$ cat src/rtl/lowq_kmer_scheduler.sv
// Sweeps a k-mer window across one read's 2-bit quality string, feeding the
// shared low-Q counter one window per cycle, and summarises the returned
// scores (best window, window count, clean-window count).
module lowq_kmer_scheduler #(
    parameter int unsigned MAX_KMER_BIT_WIDTH = 6,
    parameter int unsigned MAX_KMER_WIDTH     = 1 << MAX_KMER_BIT_WIDTH,
    parameter int unsigned MAX_READ_BIT_WIDTH = 8,
    parameter int unsigned MAX_READ_LEN       = 1 << MAX_READ_BIT_WIDTH
) (
    input  logic                            clk_i,
    input  logic                            rst_i,
    input  logic                            start_i,
    output logic                            ready_o,
    input  logic                            abort_i,
    input  logic [MAX_READ_BIT_WIDTH:0]     read_length_i,
    input  logic [MAX_KMER_BIT_WIDTH-1:0]   kmer_length_i,
    input  logic [1:0]                      threshold_i,
    input  logic [2*MAX_READ_LEN-1:0]       quality_read_i,
    output logic                            cnt_valid_o,
    output logic                            cnt_done_o,
    output logic [MAX_KMER_BIT_WIDTH-1:0]   cnt_kmer_length_o,
    output logic [2*MAX_KMER_WIDTH-1:0]     cnt_quality_o,
    output logic [1:0]                      cnt_threshold_o,
    input  logic [MAX_KMER_BIT_WIDTH-1:0]   cnt_num_low_q_i,
    input  logic                            cnt_valid_score_i,
    output logic                            result_valid_o,
    output logic                            result_error_o,
    output logic [MAX_READ_BIT_WIDTH-1:0]   best_pos_o,
    output logic [MAX_KMER_BIT_WIDTH-1:0]   best_count_o,
    output logic [MAX_READ_BIT_WIDTH:0]     num_kmers_o,
    output logic [MAX_READ_BIT_WIDTH:0]     num_clean_o
);

    localparam int unsigned KW = MAX_KMER_BIT_WIDTH;
    localparam int unsigned RW = MAX_READ_BIT_WIDTH;
    localparam int unsigned NW = MAX_READ_BIT_WIDTH + 1;
    localparam int unsigned QW = 2 * MAX_READ_LEN;
    localparam int unsigned CW = 2 * MAX_KMER_WIDTH;
    localparam logic [NW-1:0] NOne = NW'(1);

    typedef enum logic [1:0] {StIdle, StIssue, StDrain, StReport} state_e;

    state_e          state_q;
    logic            ready_q, cnt_valid_q, cnt_done_q, result_valid_q, result_error_q;
    logic [KW-1:0]   kmer_q, best_count_q;
    logic [1:0]      thr_q;
    logic [QW-1:0]   qual_q, qual_d;
    logic [NW-1:0]   n_q, n_d, issue_ctr_q, recv_ctr_q, num_kmers_q, num_clean_q;
    logic [RW-1:0]   best_pos_q;
    logic [NW-1:0]   k_zext;
    logic            accept, kmer_bad, score_hit, recv_done, last_issue;

    // Decode accept, window count and the score-side bookkeeping conditions.
    always_comb begin
        k_zext     = {{(NW-KW){1'b0}}, kmer_length_i};
        accept     = start_i & (state_q == StIdle) & ~abort_i;
        kmer_bad   = (kmer_length_i == '0) | (k_zext > read_length_i);
        n_d        = read_length_i - k_zext + NOne;
        last_issue = (issue_ctr_q == n_q - NOne);
        score_hit  = cnt_valid_score_i & ((state_q == StIssue) | (state_q == StDrain));
        // Exit on the cycle the final score is absorbed, not one later.
        recv_done  = (recv_ctr_q == n_q) | (score_hit & ((recv_ctr_q + NOne) == n_q));
    end

    // Zero bases past the read end so the shifted window never carries stale data.
    always_comb begin
        qual_d = '0;
        for (int i = 0; i < int'(MAX_READ_LEN); i++) begin
            if (i < int'(read_length_i)) qual_d[2*i +: 2] = quality_read_i[2*i +: 2];
        end
    end

    // Sequencer FSM with registered outputs and score accumulation.
    always_ff @(posedge clk_i) begin
        if (rst_i) begin
            state_q        <= StIdle;
            ready_q        <= 1'b1;
            cnt_valid_q    <= 1'b0;
            cnt_done_q     <= 1'b0;
            result_valid_q <= 1'b0;
            result_error_q <= 1'b0;
            kmer_q         <= '0;
            thr_q          <= '0;
            qual_q         <= '0;
            n_q            <= '0;
            issue_ctr_q    <= '0;
            recv_ctr_q     <= '0;
            best_count_q   <= '0;
            best_pos_q     <= '0;
            num_kmers_q    <= '0;
            num_clean_q    <= '0;
        end else if (abort_i && state_q != StIdle) begin
            // Cleanup cycle: release the counter without publishing a result.
            state_q        <= StReport;
            ready_q        <= 1'b0;
            cnt_valid_q    <= 1'b0;
            cnt_done_q     <= 1'b1;
            result_valid_q <= 1'b0;
        end else begin
            unique case (state_q)
                StIdle: begin
                    if (accept) begin
                        ready_q        <= 1'b0;
                        kmer_q         <= kmer_length_i;
                        thr_q          <= threshold_i;
                        qual_q         <= qual_d;
                        n_q            <= n_d;
                        issue_ctr_q    <= '0;
                        recv_ctr_q     <= '0;
                        best_pos_q     <= '0;
                        num_kmers_q    <= '0;
                        num_clean_q    <= '0;
                        result_error_q <= kmer_bad;
                        if (kmer_bad) begin
                            best_count_q   <= '0;
                            state_q        <= StReport;
                            result_valid_q <= 1'b1;
                            cnt_done_q     <= 1'b1;
                        end else begin
                            best_count_q   <= '1;
                            state_q        <= StIssue;
                            cnt_valid_q    <= 1'b1;
                        end
                    end
                end
                StIssue: begin
                    qual_q      <= qual_q >> 2;
                    issue_ctr_q <= issue_ctr_q + NOne;
                    if (last_issue) begin
                        cnt_valid_q <= 1'b0;
                        state_q     <= StDrain;
                    end
                end
                StDrain: begin
                    if (recv_done) begin
                        state_q        <= StReport;
                        result_valid_q <= 1'b1;
                        cnt_done_q     <= 1'b1;
                        num_kmers_q    <= n_q;
                    end
                end
                StReport: begin
                    result_valid_q <= 1'b0;
                    cnt_done_q     <= 1'b0;
                    ready_q        <= 1'b1;
                    state_q        <= StIdle;
                end
            endcase

            if (score_hit) begin
                recv_ctr_q <= recv_ctr_q + NOne;
                // Strict compare keeps the earliest position on ties.
                if (cnt_num_low_q_i < best_count_q) begin
                    best_count_q <= cnt_num_low_q_i;
                    best_pos_q   <= recv_ctr_q[RW-1:0];
                end
                if (cnt_num_low_q_i == '0) num_clean_q <= num_clean_q + NOne;
            end
        end
    end

    assign ready_o           = ready_q;
    assign cnt_valid_o       = cnt_valid_q;
    assign cnt_done_o        = cnt_done_q;
    assign cnt_kmer_length_o = kmer_q;
    assign cnt_quality_o     = qual_q[CW-1:0];
    assign cnt_threshold_o   = thr_q;
    assign result_valid_o    = result_valid_q;
    assign result_error_o    = result_error_q;
    assign best_pos_o        = best_pos_q;
    assign best_count_o      = best_count_q;
    assign num_kmers_o       = num_kmers_q;
    assign num_clean_o       = num_clean_q;

endmodule
$ cat config.mk
export PLATFORM = sky130hd
export DESIGN_NAME = lowq_kmer_scheduler
export DESIGN_NICKNAME = d
export VERILOG_FILES = /design/src/rtl/lowq_kmer_scheduler.sv
export SDC_FILE = /design/constraint.sdc
export NUM_CORES = 2
export LEC_CHECK = 0
export CAP_MARGIN = 20
export CORE_MARGIN = 2
export CORE_UTILIZATION = 40
export CTS_BUF_LIST = sky130_fd_sc_hd__clkbuf_16
export CTS_CLUSTER_SIZE = 25
export DETAILED_ROUTE_END_ITERATION = 16
export GPL_TIMING_DRIVEN = 0
export HOLD_SLACK_MARGIN = 0.08
export MAX_ROUTING_LAYER = met4
export PLACE_DENSITY = 0.67
export SLEW_MARGIN = 30
export SYNTH_ARGS = -nofsm -noshare
export SYNTH_HDL_FRONTEND = slang
export SYNTH_SLANG_ARGS = --single-unit
$ cat constraint.sdc
create_clock -name clk_i -period 9.3 [get_ports clk_i]
set_clock_uncertainty 0.05 [all_clocks]
set_input_delay 2.325 -clock clk_i [delete_from_list [all_inputs] [get_ports clk_i]]
set_output_delay 2.325 -clock clk_i [all_outputs]
set_load 0.01 [all_outputs]
* Word-level counts from Yosys, hierarchy flattened
Index checks and enable logic that the tools add are counted.
Operators by class: $lt $le $gt $ge 258, equal/unequal tests 15, reduce and logical (&&, ||, !) cells 22, div/mod/pow operators 0, add/sub/neg operators 6, bitwise logic cells 9, shifts and indexed selects 0, multiplexer cells 295, $mul 0
Operators by type and width (number):
- $lt A8 B9 Y1 const A | 128
- $pmux W512 S2 | 1
- $lt A7 B9 Y1 const A | 64
- $mux W2 | 261
- $mux W512 | 1
- $lt A6 B9 Y1 const A | 32
- $lt A5 B9 Y1 const A | 16
- $lt A4 B9 Y1 const A | 8
- $mux W9 | 8
- $add A9 B1 Y9 const B | 4
- $lt A3 B9 Y1 const A | 4
- $pmux W9 S2 | 2
- $mux W8 | 4
- $mux W6 | 5
- $eq A9 B9 Y1 | 3
- $lt A1 B9 Y1 const A | 2
- $lt A2 B9 Y1 const A | 2
- $reduce_and A4 Y1 | 4
- $logic_not A6 Y1 | 2
- $ne A3 B2 Y1 const B | 4
- $reduce_and A3 Y1 | 4
- $ne A2 B2 Y1 const B | 5
- $reduce_bool A2 Y1 | 5
- $gt A6 B9 Y1 | 1
- other kinds (18) | 35
Storage, ports and cells: word-level logic and storage cells 621, memories 0, flip-flop bits (word level) 586, output and inout port bits 173, ROM bits 0, bits of input ports 540, bits in writable memories 0, latch bits 0

* Longest topological paths before layout
word-level depth 8, gate-level depth with buffers 15, depth with buffers taken out 13

* Least setup slack after synthesis
Ideal clock, no wire load.
kind input to register, start in read_length_i[1], end reg n_q[8], buffers on the path 2, stages 13, setup time 0.086 ns, required time 9.164 ns, slack 4.419 ns, arrival 4.745 ns, cell sequence clkbuf_1 -> clkbuf_1 -> inv_1 -> ha_1 -> inv_1 -> fa_1 -> a21o_1 -> a21oi_1 -> o21bai_1 -> a21oi_1 -> o21ai_0 -> xor2_1 -> a211oi_1
Between the ends: cells in the longest elaborated chain, start to end 2
RTL lines:
- start: declaration | RTL line 15 | input logic [MAX_READ_BIT_WIDTH:0] read_length_i,
- $sub A9 B6 Y9 | RTL line 58 | n_d = read_length_i - k_zext + NOne;
- $add A9 B1 Y9 | RTL line 58
- end signal: assignment | RTL line 107 | n_q <= n_d;
- end: declaration | RTL line 48 | logic [NW-1:0] n_q, n_d, issue_ctr_q, recv_ctr_q, num_kmers_q, num_clean_q;
No other way between the ends. A chain may end at the register's enable or synchronous reset.

* Worst setup path after layout
start in read_length_i[3], end reg best_count_q[3] (netlist: best_count_o[3])
Between the ends: cells in the longest elaborated chain, start to end 7
RTL lines:
- $gt A6 B9 Y1 (*) | RTL line 57 | kmer_bad = (kmer_length_i == '0) | (k_zext > read_length_i);
- $or A1 B1 Y1 (*) | RTL line 57
- $mux W6 (*) | RTL line 114 | if (kmer_bad) begin
- $mux W6 (*) | RTL line 102 | if (accept) begin
- $mux W6 (*) | RTL line 100 | unique case (state_q)
- $mux W6 | RTL line 153 | if (cnt_num_low_q_i < best_count_q) begin
- $mux W6 (*) | RTL line 150 | if (score_hit) begin
- end signal: assignment | RTL line 154 | best_count_q <= cnt_num_low_q_i;
- end: declaration | RTL line 45 | logic [KW-1:0] kmer_q, best_count_q;
Mark *: on every way between the ends. The rest lies on a longest branch, timed or not.

==> summary.md <==
| Metric | Value |
|---|---|
| WP data arrival | 6800 ps |
| Grt ovf | 0 |
| Final Slew Violations | 0 |
| VDD IR max | between 100 and 150 uV |
| Fmax | 159 MHz |
| Port buffer count | roughly 710 |
| Main combinational cell family by area after synthesis | compound AO/OA/AOI/OAI gates |
| FFs w/ async S/R, synth | 0% |
| Drt via density | 5.92 |
| Worst Path Buf+Inv | 4 |
| Top cell by count, worst path | clkbuf_1 |
| Max Root-Sink Buffers | 3 |
| Synth-to-layout area growth | 36.1% |
| Clk root buf | clkbuf_16 |
| Antenna violations before repair | between 40 and 50 |
| Seq/Total Area, Yosys | 39.5% |
| Critical path required time | 9800 ps |
| Delay of the slowest critical-path stage | about 770 ps |
| Post-CTS Hold Fix Bufs | 0 |
| Switch share | 41.6% |
| Sequential power share | about 33% |
| Die X | 276 um |
| Crit end category | flip-flop |
| Syn Nets | 4582 |
| Setup Fix Bufs, Post-CTS | 0 |
| Drt drc | 0 |
| EDFF count, synth | 0 |
| CTS sink cnt | 586 |
| Drt pass-1 iters | 6 |
| First DRT Iteration DRCs | 3921 |
| Yosys reg bits | 586 |
| Synth cell types | between 60 and 70 |
| Final period util | 67.7% |
| Vias in the first global route | 32200 |
| Post-Syn Instances | 4007 |
| Pwr dens | 263 mW/mm^2 |
| Post-synthesis xor/xnor area fraction | 1.09% |
| Tmin final | 6300 ps |
| CTS tree | built |
| Htree depth | 3 |
| Layout cells sized above 1 | under 10% |
| Clk_lat worst skew | 640 ps |
| Routed length per instance | 25.8 um |
| PnR worst setup slack | 3000 ps |
| Setup CP Type | input pin to flip-flop |
| Pin count of the biggest net entering global routing | 14 |
| Place WS | 2570 ps |
| Die Span Y | around 280 um |
| Detailed Route WL | around 150000 um |
| Simple-Gate Fraction of Synth Area | 24.1% |
| Main synth FF type | dfxtp_1 |
| DP HPWL | 119000 um |
| ANT nets after route | 0 |
| RePlAce Congestion | 0.991 |
| Crit-path slowest cell | clkdlybuf4s50_1 |
| Synth warn | 0 |
| First-pass GRT wire length | 214000 um |
| CTS Buf Count | 66 |
| Num ports | about 700 |
| CP top delay family | buffers and inverters |
| Multiplexer area fraction after synthesis | 0.244% |
| P_int | approximately 6200 uW |
| Critical path peak fanout | 10 |
| RSZ-0062 raised after global routing | false |
| Std cell rows | ~100 |
| Syn avg cell area | approximately 7.4 um^2 |
| DIE AREA | 0.0764 mm^2 |
| Setup_tns | 0 ps |
| Synth Cell Area | 0.0297 mm^2 |
| Core area | around 0.073 mm^2 |
| Hold Path Class | flip-flop to flip-flop |
| Post-CTS sizing | 0 |
| Fill count | about 7200 |
| Startpoint class of the critical path | input pin |
| Initial core utilization | between 40% and 50% |
| Maxcap violations | 0 |
| Post-synthesis adder-cell area fraction | 1.53% |
| Leak Pwr | between 0.01 and 0.015 uW |
| Slew HR | 25.9% |
| Final hold vios | 0 |
| Final nets | 5370 |
| Final setup violating endpoints | 0 |
| Gr usage total | 38.7% |
| Sw power | ~4400 uW |
| Area occupied by multi-input gates | 0.0156 mm^2 |
| Complex-gate fraction of the synthesized area | about a quarter |
| Sequential Area | 0.0117 mm^2 |
| Clk pwr share | 24.0% |
| Worst-path cell chain | clkdlybuf4s50_1, clkbuf_1, clkbuf_1, inv_1, ha_1, and3_1, a221o_1, a21oi_1, and2_1, o21ai_0, o2bb2ai_1 |
| Gate power share | 42.7% |
| Via Count | 34600 |
| Outcome | completed |
| Worst-path clk slew | around 60 ps |
| Worst slew pin tran | approximately 1100 ps |
[registers in the layout, indices dropped and copies added, names as in the netlist]
| signal | count |
|---|---|
| best_pos_o | 8 |
| cnt_kmer_length_o | 6 |
| result_valid_o | 1 |
| qual_q | 512 |
| best_count_o | 6 |
| n_q | 9 |
| state_q | 2 |
| recv_ctr_q | 9 |
| cnt_done_o | 1 |
| result_error_o | 1 |
| cnt_valid_o | 1 |
| ready_o | 1 |
| num_clean_o | 9 |
| num_kmers_o | 9 |
| issue_ctr_q | 9 |
| cnt_threshold_o | 2 |
[cell families (layout without fill, tap and decap cells)]
group | count (synthesis) | count (layout)
and+or+nand+nor | 1690 | 1690
AOI/OAI and AO/OA | 1127 | 1127
DFF | 586 | 586
buffers and inverters | 525 | 1359
xor gates and xnor gates | 37 | 37
adders and majority gates | 35 | 35
muxes | 7 | 7
other | 0 | 47
[power by group through the flow]
| stage | sequential [uW] | combinational, uW | clock, uW |
|---|---|---|---|
| floorplan | 3440 | 2690 | 0 |
| global placement | 3550 | 4360 | 0 |
| detailed placement | 3550 | 4410 | 0 |
| CTS | 3510 | 4430 | 2540 |
| global route | 3580 | 4880 | 2650 |
| finish | 3530 | 4530 | 2540 |
[metal layers]
layer	vias up	share of wire, %	track usage [%]
met5	-	0	-
met4	0	5.8	20.7
met3	431	10	8.97
met2	2021	45	60.3
met1	16500	39	46.3
li1	15700	-	-
[worst register-to-register path: stages, from the launching register on]
cell	delay [ps]
dfxtp_1	320
inv_1	110
ha_1	160
clkbuf_1	460
nand2b_1	180
a21oi_2	640
clkbuf_1	640
clkbuf_1	760
clkbuf_1	650
nor2_1	100
nor3_1	180
[cell type report]
cell class              instances  share of cell area, %
multi-input cells            2896                   38.7
flip-flops and latches        586                   29.0
repair buffers                720                   17.9
plain buffers                 495                   5.84
clock buffers                  66                   4.09
well taps                     959                   2.97
clock inverters                48                  0.892
diodes                         47                  0.291
inverters                      30                  0.279
[cell usage after synthesis, drive strengths merged (10+ instances only)]
cell	instances	area (um^2)
nand2	697	2620
dfxtp	586	11700
nor2	582	2190
clkbuf	335	1260
o21ai	318	1590
o211ai	256	1920
nor3	240	1200
a221oi	210	1840
a21oi	206	1030
buf	160	1100
ha	33	413
a311oi	30	263
inv	30	113
nand3b	30	225
a211oi	28	210
nand3	24	120
xnor2	22	193
nand2b	19	119
xor2	15	131
nor3b	14	105
and2	13	81.3
nand4	13	81.3
a21o	12	90.1
nor2b	12	75.1
or2	12	75.1
a22oi	10	75.1
[through the flow]
stage | cell area (um^2) | cells | power, uW | util [%] | hold slack [ps]
CTS | 40300 | 5800 | 10500 | 55.0 | 413
global placement | 38000 | 5677 | 7910 | 51.9 | 395
floorplan | 29700 | 4007 | 6120 | - | 402
global route | 40400 | 5842 | 11100 | 55.2 | 428
detailed placement | 38300 | 5686 | 7960 | 52.3 | 401
finish | 40400 | 5847 | 10600 | 55.2 | 410
[placed cells by master, fill, tap and decap left out, types with 9 or more instances in the layout]
| cell | synthesis | layout |
|---|---|---|
| xnor2_1 | 22 | 22 |
| dfxtp_1 | 586 | 586 |
| or2_2 | 12 | 12 |
| nor2_1 | 581 | 576 |
| and2_1 | 12 | 12 |
| nand3_1 | 24 | 24 |
| nand2b_1 | 19 | 19 |
| diode_2 | 0 | 47 |
| nand2_1 | 697 | 697 |
| nor2b_1 | 12 | 12 |
| a311oi_1 | 30 | 30 |
| nand4_1 | 13 | 13 |
| nor3b_1 | 14 | 14 |
| a22oi_1 | 10 | 10 |
| a221oi_1 | 210 | 210 |
| clkdlybuf4s50_1 | 0 | 711 |
| a211oi_1 | 28 | 28 |
| inv_1 | 30 | 51 |
| clkbuf_1 | 335 | 329 |
| nor3_1 | 240 | 240 |
| o21ai_0 | 315 | 311 |
| clkbuf_16 | 0 | 66 |
| a21o_1 | 12 | 12 |
| clkinv_1 | 0 | 11 |
| o211ai_1 | 256 | 256 |
| and3_1 | 9 | 9 |
| buf_1 | 25 | 25 |
| buf_4 | 128 | 129 |
| xor2_1 | 15 | 15 |
| nand3b_1 | 30 | 30 |
| a21oi_1 | 206 | 199 |
| ha_1 | 33 | 33 |
[final timing paths]
check | startpoint | endpoint | slack (ps) | cells after the start
worst max-delay path | read_length_i[3] | best_count_o[3] | 3000 | 11
worst min-delay path | cnt_threshold_o[1] | cnt_threshold_o[1] | 410 | 2
worst max register to register | state_q[1] | qual_q[4] | 4980 | 10
worst min register to register | cnt_threshold_o[1] | cnt_threshold_o[1] | 410 | 2
(Power assumes the default switching activity.)
